### config.mk
export PLATFORM = sky130hd
export DESIGN_NAME = sub64_seq
export DESIGN_NICKNAME = d
export VERILOG_FILES = /design/src/rtl/sub64_seq.sv
export SDC_FILE = /design/constraint.sdc
export NUM_CORES = 1
export LEC_CHECK = 0
export CORE_MARGIN = 1.5
export CORE_UTILIZATION = 46
export CTS_CLUSTER_SIZE = 24
export DETAILED_ROUTE_END_ITERATION = 6
export GPL_TIMING_DRIVEN = 1
export MAX_ROUTING_LAYER = met4
export PLACE_DENSITY = 0.73
export SYNTH_ARGS = -nofsm -noshare
export SYNTH_HDL_FRONTEND = slang
export SYNTH_SLANG_ARGS = --single-unit
export TNS_END_PERCENT = 100
### constraint.sdc
create_clock -name clk -period 5.7 [get_ports clk]
set_input_delay 0.57 -clock clk [delete_from_list [all_inputs] [get_ports clk]]
set_output_delay 0.57 -clock clk [all_outputs]
set_load 0.02 [all_outputs]
### src/rtl/sub64_seq.sv
// Sequential WIDTH-bit subtractor d = a - b - bin. One CHUNK-bit slice per clock,
// LSB first, borrow rippled between slices, behind valid/ready request/result ports.
module sub64_slice #(
  parameter int CHUNK = 16
) (
  input  logic [CHUNK-1:0] a,
  input  logic [CHUNK-1:0] b,
  input  logic             bin,
  output logic [CHUNK-1:0] d,
  output logic             bout
);
  logic [CHUNK:0] sum;

  // a - b - bin == a + ~b + ~bin; the carry out is the inverted borrow out
  assign sum  = {1'b0, a} + {1'b0, ~b} + {{CHUNK{1'b0}}, ~bin};
  assign d    = sum[CHUNK-1:0];
  assign bout = ~sum[CHUNK];
endmodule

module sub64_seq #(
  parameter int WIDTH = 64,
  parameter int CHUNK = 16
) (
  input  logic             clk,
  input  logic             rst_n,
  input  logic             in_valid,
  output logic             in_ready,
  input  logic [WIDTH-1:0] a,
  input  logic [WIDTH-1:0] b,
  input  logic             bin,
  output logic             out_valid,
  input  logic             out_ready,
  output logic [WIDTH-1:0] d,
  output logic             bout,
  output logic             ovf,
  output logic             zero
);
  localparam int N  = WIDTH / CHUNK;
  localparam int CW = (N > 1) ? $clog2(N) : 1;

  typedef enum logic [1:0] {IDLE, RUN, DONE} state_t;

  typedef struct packed {
    logic [N-1:0][CHUNK-1:0] a;
    logic [N-1:0][CHUNK-1:0] b;
  } opnd_t;

  state_t                  state;
  opnd_t                   op;
  logic                    borrow;
  logic [CW-1:0]           cnt;
  logic [N-1:0][CHUNK-1:0] d_q;
  logic [N-1:0][CHUNK-1:0] d_nxt;
  logic [CHUNK-1:0]        dk;
  logic                    bout_k;
  logic                    last;

  sub64_slice #(.CHUNK(CHUNK)) u_slice (
    .a    (op.a[cnt]),
    .b    (op.b[cnt]),
    .bin  (borrow),
    .d    (dk),
    .bout (bout_k)
  );

  // Result with the current slice merged in, so flags see the complete value
  always_comb begin
    d_nxt      = d_q;
    d_nxt[cnt] = dk;
  end

  assign last = (cnt == CW'(N - 1));
  assign d    = d_q;

  always_ff @(posedge clk) begin
    if (!rst_n) begin
      state     <= IDLE;
      op        <= '0;
      borrow    <= 1'b0;
      cnt       <= '0;
      d_q       <= '0;
      in_ready  <= 1'b1;
      out_valid <= 1'b0;
      bout      <= 1'b0;
      ovf       <= 1'b0;
      zero      <= 1'b0;
    end else begin
      case (state)
        IDLE: if (in_valid) begin
          op       <= '{a: a, b: b};
          borrow   <= bin;
          cnt      <= '0;
          in_ready <= 1'b0;
          state    <= RUN;
        end
        RUN: begin
          d_q    <= d_nxt;
          borrow <= bout_k;
          cnt    <= cnt + 1'b1;
          if (last) begin
            bout      <= bout_k;
            zero      <= (d_nxt == '0);
            ovf       <= (op.a[N-1][CHUNK-1] != op.b[N-1][CHUNK-1]) &&
                         (d_nxt[N-1][CHUNK-1] != op.a[N-1][CHUNK-1]);
            out_valid <= 1'b1;
            state     <= DONE;
          end
        end
        DONE: if (out_ready) begin
          out_valid <= 1'b0;
          in_ready  <= 1'b1;
          state     <= IDLE;
        end
        default: begin
          state     <= IDLE;
          in_ready  <= 1'b1;
          out_valid <= 1'b0;
        end
      endcase
    end
  end
endmodule
==> impl_summary.md <==
Place
After detailed placement, the total cell area comes to roughly 12,000 µm². The post-detailed-placement half-perimeter wirelength is around 20,000 µm. Port buffering added approximately 200 buffers. The weighted congestion at the end of routability-driven global placement is between 0.8 and 0.9. OpenSTA, run right after detailed placement, puts the worst setup slack at 1.28 ns. The number of placed instances with taps included is around 1,500.

Final layout
In the layout the commonest cells are 377 x sky130_fd_sc_hd__nand2_1, 200 x sky130_fd_sc_hd__dfxtp_1, 200 x sky130_fd_sc_hd__clkdlybuf4s50_1, 169 x sky130_fd_sc_hd__a21boi_0, 35 x sky130_fd_sc_hd__o21ai_0. The fraction of layout cells with a size suffix above 1 is roughly 7.7%. 0 antenna diodes ended up in the layout. Cells fill 61.3% of the core in the end. Compared with the post-synthesis result, the final layout area differs by 29.6%. Leaving out fill and tap cells, the most frequent cell in the layout is sky130_fd_sc_hd__nand2_1. The finished cells cover about 13,000 µm².

The layout has approximately 1,900 filler cells. After the last flow step, the layout net total stands at around 1,400. Leaving out filler cells and counting taps, the final layout contains 1,575.

Worst setup path
STA puts the critical path data required time at between 6 and 7 ns. The number of buffer and inverter stages on the critical path is 0. The delay contributed by the slowest stage of the critical path is between 0.7 and 0.8 ns. The signal on the critical path passes through mux4_2 > fa_1 > fa_1 > a211oi_4 > o21ai_2 > a32o_1 > a21boi_1 > xor2_1 > nor3b_1 > o221a_2 > a32o_1. The worst setup path is captured at a register. The cell with the biggest individual delay on the critical path is sky130_fd_sc_hd__dfxtp_2.

The highest fanout seen on the critical path is 21. Among cell families on the critical path, the largest total delay comes from compound AO/OA/AOI/OAI gates. The type of the setup path with the least slack is register to register. The startpoint type of the worst setup path is a register. The arrival time at the worst endpoint is 4.92 ns.

Logic synthesis
The number of different library cells used by synthesis comes to 71. After synthesis, flip-flops and latches occupy 41.8% of the total area. The post-synth design cell area is roughly 9700 µm². The number of enable-type register cells in the synthesized netlist is 0. The number of instances in the synthesized netlist is approximately 1,100. For this run, the leading register cell type out of synthesis is sky130_fd_sc_hd__dfxtp_1. After synthesis, the share of flip-flops with an asynchronous set or reset is 0%. In this run the mean area of a mapped cell was about 8.5 µm². The count of state elements after synthesis is approximately 200. Counting every net in the synthesized netlist gives between 1,000 and 1,500. During synthesis, Yosys emitted a total of 0 warnings.

STA
Setup repair after global routing left no endpoint under its margin. Headroom to the max-slew limit came out at 30.4%. In the post-route analysis, the smallest setup slack over all paths is about 1.2 ns.

Static timing analysis puts the maximum clock frequency at about 220 MHz. Subtracting the final worst setup slack from the clock period gives approximately 4.5 ns. Dividing the final minimum period by the clock period gives 78.5%.

Setup violations remaining at the end of the flow were counted as 0. On the final layout, the worst clock skew is 0.0125 ns. After routing, the total negative slack on setup checks comes to 0 ns. The number of pins exceeding their max-slew limit in the final report is 0.

The count of endpoints failing hold in the final timing report is 0. The transition time at the pin with the least slew margin is 1.04 ns.

Detailed routing
The wire length per cell after detailed routing is around 18 µm. The remaining routing DRC violations is 0. The count of routing violations after the opening detailed-route iteration is between 500 and 600. In this run the remaining antenna-violating nets after routing total 0. Summing over every cut layer, the via total after detailed routing is about 8,400.

The first detailed-routing pass took 5 iterations. Dividing the detail-routed via count by the number of cells gives around 5.3. For this block, the routed nets add up to about 28,000 µm of wire.

Power
The power per standard cell area is 314 nW/µm². IR analysis of the VDD net gives a maximum drop of between 0.15 and 0.2 mV. Summed over all cells, the static leakage comes to approximately 0.0046 µW.

CTS
The CTS buffer count is 22. Clock tree synthesis selected as its root buffer the cell sky130_fd_sc_hd__clkbuf_16. The number of levels in the clock H-tree is 1.

The number of buffers inserted to repair setup after CTS is 0. The number of gates resized after CTS was 0. Clock-pin slew was measured on the worst setup and hold paths at roughly 0.060 ns. The hold-fix buffer count after cts is 0.

The number of clock sinks seen by CTS is between 200 and 250. The maximum root-to-sink buffer count is 3. TritonCTS built the clock tree.

The clock latency on the worst-skew pair is just over 0.5 ns.

Global route
The overall overflow remaining after global route is 0. The via count of the first global-routing pass is approximately 8,200. The maximum number of pins on one net before global-route repair is 110. Global routing used a little over a quarter of the available tracks across all layers. The first global-routing pass estimated around 44,000 µm of wire. The initial antenna violation count came to 0.

Floorplanning
The core region is 20,400 µm². The die is 148 µm wide. The die covers ~22,000 µm².

Pin placement for this block handled 202 I/O pins. Once the floorplan was initialized, standard cells occupied a little under half of the core. The vertical die dimension is between 100 and 150 µm.

In this run the core area contains 52 standard-cell rows.

Flow run
The max capacitance violation total is 0.

Status
The flow ran to the end, and the final reports show no timing, DRC or antenna violations.

Min path
The worst min-delay path category is register to register.
worst paths after layout:
kind,from,end,slack (ns),cells past startpoint
setup / recovery,cnt[0],zero,1.23,11
hold reg to reg,op[53],op[53],0.46,2
hold / removal,op[53],op[53],0.46,2
setup reg to reg,cnt[0],zero,1.23,11
where the power goes:
group	leakage (µW)	internal (µW)	switching, µW	total [µW]
clock	0.000367	869	575	1440
combinational	0.00255	391	542	933
sequential	0.00165	1490	61.0	1550
flip-flops by register name, indices dropped and copies added, names as in the netlist:
register / cells
borrow: 1
bout: 1
cnt: 2
d: 64
in_ready: 1
op: 128
out_valid: 1
ovf: 1
state: 2
zero: 1
worst register-to-register path: stages (launching register included):
cell and delay (ns):
sky130_fd_sc_hd__dfxtp_2 0.75, sky130_fd_sc_hd__mux4_2 0.61, sky130_fd_sc_hd__fa_1 0.50, sky130_fd_sc_hd__fa_1 0.48, sky130_fd_sc_hd__a211oi_4 0.29, sky130_fd_sc_hd__o21ai_2 0.17
sky130_fd_sc_hd__a32o_1 0.31, sky130_fd_sc_hd__a21boi_1 0.18, sky130_fd_sc_hd__xor2_1 0.55, sky130_fd_sc_hd__nor3b_1 0.27, sky130_fd_sc_hd__o221a_2 0.22, sky130_fd_sc_hd__a32o_1 0.11
cell type report:
class                           count  area, µm²  share of cell area (%)
Timing Repair Buffer              209       2070                    16.5
Tap cell                          270        338                    2.70
Clock inverter                      9        109                   0.869
Inverter                           25       93.8                   0.750
Multi-Input combinational cell    829       5230                    41.8
Clock buffer                       31        634                    5.07
Sequential cell                   202       4050                    32.3
cell families after synthesis:
logic type	count (synthesis)	synth area share [%]
compound gates	271	20.8
xor+xnor	11	0.997
fa+ha+maj	21	2.87
buf+inv	104	4.14
flops	202	41.8
mux	34	7.67
simple gates	492	21.7
metrics by stage:
step | hold slack (ns) | power, µW
after global routing | 0.483 | 4110
after CTS | 0.465 | 3950
final | 0.462 | 3930
after global placement | 0.450 | 2490
after floorplan | 0.440 | 2140
after detailed placement | 0.457 | 2510
synth_stat cells, types with 4 or more instances:
master                        n  area, µm²
sky130_fd_sc_hd__nand2_1    377       1420
sky130_fd_sc_hd__dfxtp_1    202       4040
sky130_fd_sc_hd__a21boi_0   169       1270
sky130_fd_sc_hd__clkbuf_1    68        255
sky130_fd_sc_hd__o21ai_0     35        175
sky130_fd_sc_hd__mux4_2      32        721
sky130_fd_sc_hd__nor2_1      27        101
sky130_fd_sc_hd__inv_1       25       93.8
sky130_fd_sc_hd__and2_1      24        150
sky130_fd_sc_hd__ha_1        19        238
sky130_fd_sc_hd__a21oi_1     15       75.1
sky130_fd_sc_hd__nor4_1       8       50.1
sky130_fd_sc_hd__nor2b_1      7       43.8
sky130_fd_sc_hd__xnor2_1      7       61.3
sky130_fd_sc_hd__nand2b_1     6       37.5
sky130_fd_sc_hd__nand3_1      6       30.0
sky130_fd_sc_hd__nor3_1       6       30.0
sky130_fd_sc_hd__o211a_1      6       60.1
sky130_fd_sc_hd__buf_1        5       18.8
sky130_fd_sc_hd__buf_2        5       25.0
sky130_fd_sc_hd__a31oi_1      4       25.0
sky130_fd_sc_hd__nand4_1      4       25.0
sky130_fd_sc_hd__nor3b_1      4       30.0
sky130_fd_sc_hd__o2111ai_1    4       35.0
sky130_fd_sc_hd__xor2_1       4       35.0
routing by layer:
layer / up-vias / GRT usage, % / share of wire, %
li1: 4163 / - / -
met1: 3881 / 36.3 / 46
met2: 295 / 41.7 / 46
met3: 35 / 3.86 / 6.5
met4: 0 / 4.55 / 1.7
met5: - / - / 0
No activity file was read; power rests on OpenSTA's default activity.
==> RTL change 1 (same settings) <==
`CHUNK` is set to 16 in 2 places; all go to 32.
--- a/src/rtl/sub64_seq.sv
+++ b/src/rtl/sub64_seq.sv
@@ -3,3 +3,3 @@
 module sub64_slice #(
-  parameter int CHUNK = 16
+  parameter int CHUNK = 32
 ) (
@@ -21,3 +21,3 @@
   parameter int WIDTH = 64,
-  parameter int CHUNK = 16
+  parameter int CHUNK = 32
 ) (
Behaviour: not the same (Yosys sat finds a counterexample within 4 cycles, from zero or initial values and one cycle with rst_n low).
==> RTL change 1 against the unedited design <==
Via count grew 13%. Setup slack gained 0.17 ns. Sequential cell count shrank 1. Routed wire length grew 5.8%. Global-route usage shrank 1.1 points. Area after synthesis grew 7.6%. Clock power shrank 5%. Final area grew 5.6%. First-iteration DRC count grew 28%. Total power grew 11%. Critical endpoint unchanged. Largest power group unchanged. Highest routed layer unchanged.
==> RTL change 1: results (changes against the unedited design) <==
- Status: finished, final reports clean
- Reg2Reg Depth: 13 (+2)
- Filler cell count: 1986 (+5.5%)
- Total CTS buffers: 21 (-4.5%)
- Crit-path max FO: 60 (+190%)
- Most frequent cells after synthesis: nand2_1 (396), dfxtp_1 (201), a21boi_0 (172)
- Routed wire length: 29400 µm (+5.8%)
- GR Util met2: 0.382 (-0.0346)
- DR WL met2: 12700 µm (-0.96%)
- Routed vias/inst: 5.47 (+2.8%)
- Crit path arrival time: 4.71 ns (-0.21 ns)
- WL met3: 1770 µm (-1.2%)
- Iteration-0 DRC Markers: 673 (+28%)
- GR Util All Layers: 0.252 (-0.0115)
- CP max-delay cell: dfxtp_4
- Leak: 5.07 nW (+11%)
- M1 WL: 14500 µm (+14%)
- Worst Skew: 0.0239 ns (+0.0114 ns)
- Worst vdd ir: 0.175 mV (-2.7%)
- Final HPWL DP: 21900 µm (+9.5%)
- Area share of the largest cell type after synthesis: 0.387 (-0.0316)
- Vias in the first global route: 8681 (+6.3%)
- First-pass GRT wire length: 46400 µm (+5.0%)
- Sw Ratio: 0.331 (+0.0312)
- Share of cells above drive strength 1: 0.0595 (-0.0172)
- Largest net degree at the start of global routing: 127 (+15%)
- Seq/Total Area, Yosys: 0.387 (-0.0316)
- Gpl congestion: 0.946 (+7.2%)
- Synth top area cells: dfxtp_1 (39%), nand2_1 (14%), a21boi_0 (12%)
- Met1 usage: 0.363 (about the same)
- CP max stage delay: 0.57 ns (-0.18 ns)
- Area after DPL: 12500 µm² (+6.3%)
- Layout Nets: 1598 (+11%)
- Met3 Use GR: 0.0281 (-0.0105)
- Synth cell types: 70 (-1.4%)
- Normalized max-slew margin: 0.307 (+0.00353)
- Syn_nets: 1454 (+13%)
## RTL change 1: cell count changes after synthesis, sizes merged, moves of 9 or more
cell / unedited run / this run
mux2i: 2 / 34
mux4: 32 / 0
mux2: 0 / 31
a21oi: 17 / 40
nand2: 378 / 396
ha: 19 / 31
nand3: 6 / 18
clkbuf: 68 / 78
inv: 25 / 16
nor3: 6 / 15
## RTL change 1: logic make-up after synthesis
group / count (synthesis) / share of synthesized area
AND/OR/NAND/NOR: 541 / 0.225
multiplexers: 65 / 0.0663
AO/OA/AOI/OAI: 319 / 0.221
XOR/XNOR: 24 / 0.0202
flip-flops: 201 / 0.387
buffers and inverters: 105 / 0.0390
adder cells (fa/ha/maj): 33 / 0.0411
## RTL change 1: through the flow
stage,util,hold WS [ns],power [mW],setup slack (ns),cells
5_1_grt,0.600,0.484,4.56,1.08,1726
4_1_cts,0.600,0.464,4.36,1.43,1726
3_5_place_dp,0.568,0.456,2.99,1.48,1689
3_3_place_gp,0.568,0.452,2.98,1.52,1689
2_1_floorplan,-,0.440,2.50,1.47,1288
6_report,0.600,0.463,4.35,1.40,1726
## RTL change 1: worst max-delay path, delay by kind of cell, from the launching register on
| kind | cells | cell delay [ns] |
|---|---|---|
| flops | 1 | 0.57 |
| simple gates | 5 | 1.44 |
| compound gates | 4 | 0.65 |
| buf+inv | 1 | 0.35 |
| fa+ha+maj | 1 | 0.53 |
| mux | 1 | 0.40 |
| xor+xnor | 1 | 0.20 |
## RTL change 1: final cells by class
type | count | area (µm²) | area share
tap | 280 | 350 | 0.0265
inverter | 16 | 60.1 | 0.00454
sequential | 201 | 4030 | 0.305
multi-input combinational | 982 | 5980 | 0.452
timing repair buffer | 210 | 2100 | 0.159
clock inverter | 2 | 38.8 | 0.00293
clock buffer | 35 | 658 | 0.0498
## RTL change 1: power by group through the flow
stage | Sequential (mW) | Clock, mW | Combinational [mW]
3_5_place_dp | 1.62 | 0 | 1.36
4_1_cts | 1.59 | 1.40 | 1.37
3_3_place_gp | 1.62 | 0 | 1.36
6_report | 1.59 | 1.37 | 1.38
5_1_grt | 1.61 | 1.45 | 1.51
2_1_floorplan | 1.65 | 0 | 0.850
## RTL change 1: path summary, 6_finish.rpt
| kind | start | end | slack (ns) |
|---|---|---|---|
| setup reg to reg | cnt$_SDFFE_PN0P_ | zero$_SDFFE_PN0P_ | 1.40 |
| hold reg to reg | op[83]$_SDFFE_PN0P_ | op[83]$_SDFFE_PN0P_ | 0.46 |
| setup / recovery | cnt$_SDFFE_PN0P_ | zero$_SDFFE_PN0P_ | 1.40 |
| hold / removal | op[83]$_SDFFE_PN0P_ | op[83]$_SDFFE_PN0P_ | 0.46 |
==> RTL change 2 (same settings) <==
Without the edit above. Encoding of `state_t`: now one-hot (3 bits for 3 states).
--- a/src/rtl/sub64_seq.sv
+++ b/src/rtl/sub64_seq.sv
@@ -40,3 +40,3 @@
 
-  typedef enum logic [1:0] {IDLE, RUN, DONE} state_t;
+  typedef enum logic [2:0] {IDLE = 3'b001, RUN = 3'b010, DONE = 3'b100} state_t;
 
Formal check against the unedited RTL: same outputs for any inputs over 4 cycles, from zero or initial values and one cycle with rst_n low; so few cycles prove little.
==> RTL change 2 against the unedited design <==
Sequential share of layout area increased by 1.7 points. The flow now finishes with violations (DRC). First-iteration DRC count up 64%. Critical endpoint unchanged. Critical path depth rose by 1. Largest power group unchanged. Routed wire length is 7.3% lower. Final area down 4.5%. Setup slack gained 0.10 ns. Area after synthesis decreased by 5.0%. Total power fell by 9.5%. Sequential cell count up 1. Count of clock-buffer cells in the layout fell by 2. Cell count shrank 0.38%.
==> RTL change 2: results (changes against the unedited design) <==
- Status: finished with violations
- Failing checks: DRC
- Adder-cell share of the synthesized area: 0.0303 (+0.00152)
- Leak: 4.27 nW (-6.6%)
- Multi-input gate share of total cell area: 0.393 (-0.0242)
- Clk sinks: 203 (+0.50%)
- Reg2Reg Depth: 12 (+1)
- Non-Filler Instances: 1569 (-0.38%)
- Final clock-cell share: 0.0562 (-0.00317)
- Final HPWL DP: 18600 µm (-7.2%)
- Hold path endpoint: op[118]$_SDFFE_PN0P_
- Crit path arrival time: 4.81 ns (-0.11 ns)
- Sequential share of power: 0.429 (+0.034)
- Most frequent cells after synthesis: nand2_1 (362), dfxtp_1 (203), a21oi_1 (201)
- Cell Count Post-Placement: 1531 (-0.26%)
- Iteration-0 DRC Markers: 860 (+64%)
- Logic pwr share: 0.194 (-0.043)
- Multi-input gate area: 4700 µm² (-10%)
- GR Util All Layers: 0.252 (-0.0112)
- Slew @ Worst Pin: 1.06 ns (+0.0137 ns)
- Total CTS buffers: 21 (-4.5%)
- CLK BUF: 29 (-6.5%)
- Comb power: 0.688 mW (-26%)
- Largest net degree at the start of global routing: 103 (-6.4%)
- Synth cell types: 65 (-8.5%)
- Worst vdd ir: 0.221 mV (+23%)
- Number of remaining DRC errors: 8 (+8)
- Routed vias/inst: 5.49 (+3.2%)
- Crit-path max FO: 11 (-48%)
- Repair and plain buffers: 210 (+0.48%)
- Post-Synth XOR/XNOR Area: 0.0113 (+0.00134)
- Data buffer area share: 0.174 (+0.00862)
- Synthesized instance count: 1137 (+0.18%)
- Multi-input combinational gate total: 827 (-0.24%)
- Synth top area cells: dfxtp_1 (44%), nand2_1 (15%), a21oi_1 (11%)
- Worst slack at placement: 1.35 ns (+0.0779 ns)
- Syn_nets: 1291 (+0.16%)
- Internal: 2.55 mW (-7.4%)
RTL change 2: cell types whose count changed after synthesis, moves of 5 or more:
cell	change
a21oi_1	+186
nor3_1	+7
buf_2	-5
a21boi_0	-168
a21o_1	+5
nand2_1	-15
clkbuf_1	+5
a211oi_1	+12
o211a_1	-6
o21ai_0	-24
and2_1	-19
nor2_1	+32
RTL change 2: worst max-delay path: stages (launching register included):
cell and delay [ns]:
dfxtp_2 0.53, mux4_2 0.57, fa_1 0.46, fa_1 0.42
a21o_1 0.23, a221oi_4 0.32, o21ai_0 0.16, xnor2_1 0.58
a41oi_1 0.22, nor4_1 0.30, o2111ai_1 0.15, nor4_1 0.20
a32o_1 0.16
RTL change 2: layer usage:
layer,global-route usage,wire length [µm],vias to the layer above
met2,0.389,11600,353
met3,0.0404,1930,62
met5,-,0,-
li1,-,-,4183
met1,0.341,11500,4009
met4,0.0766,732,0
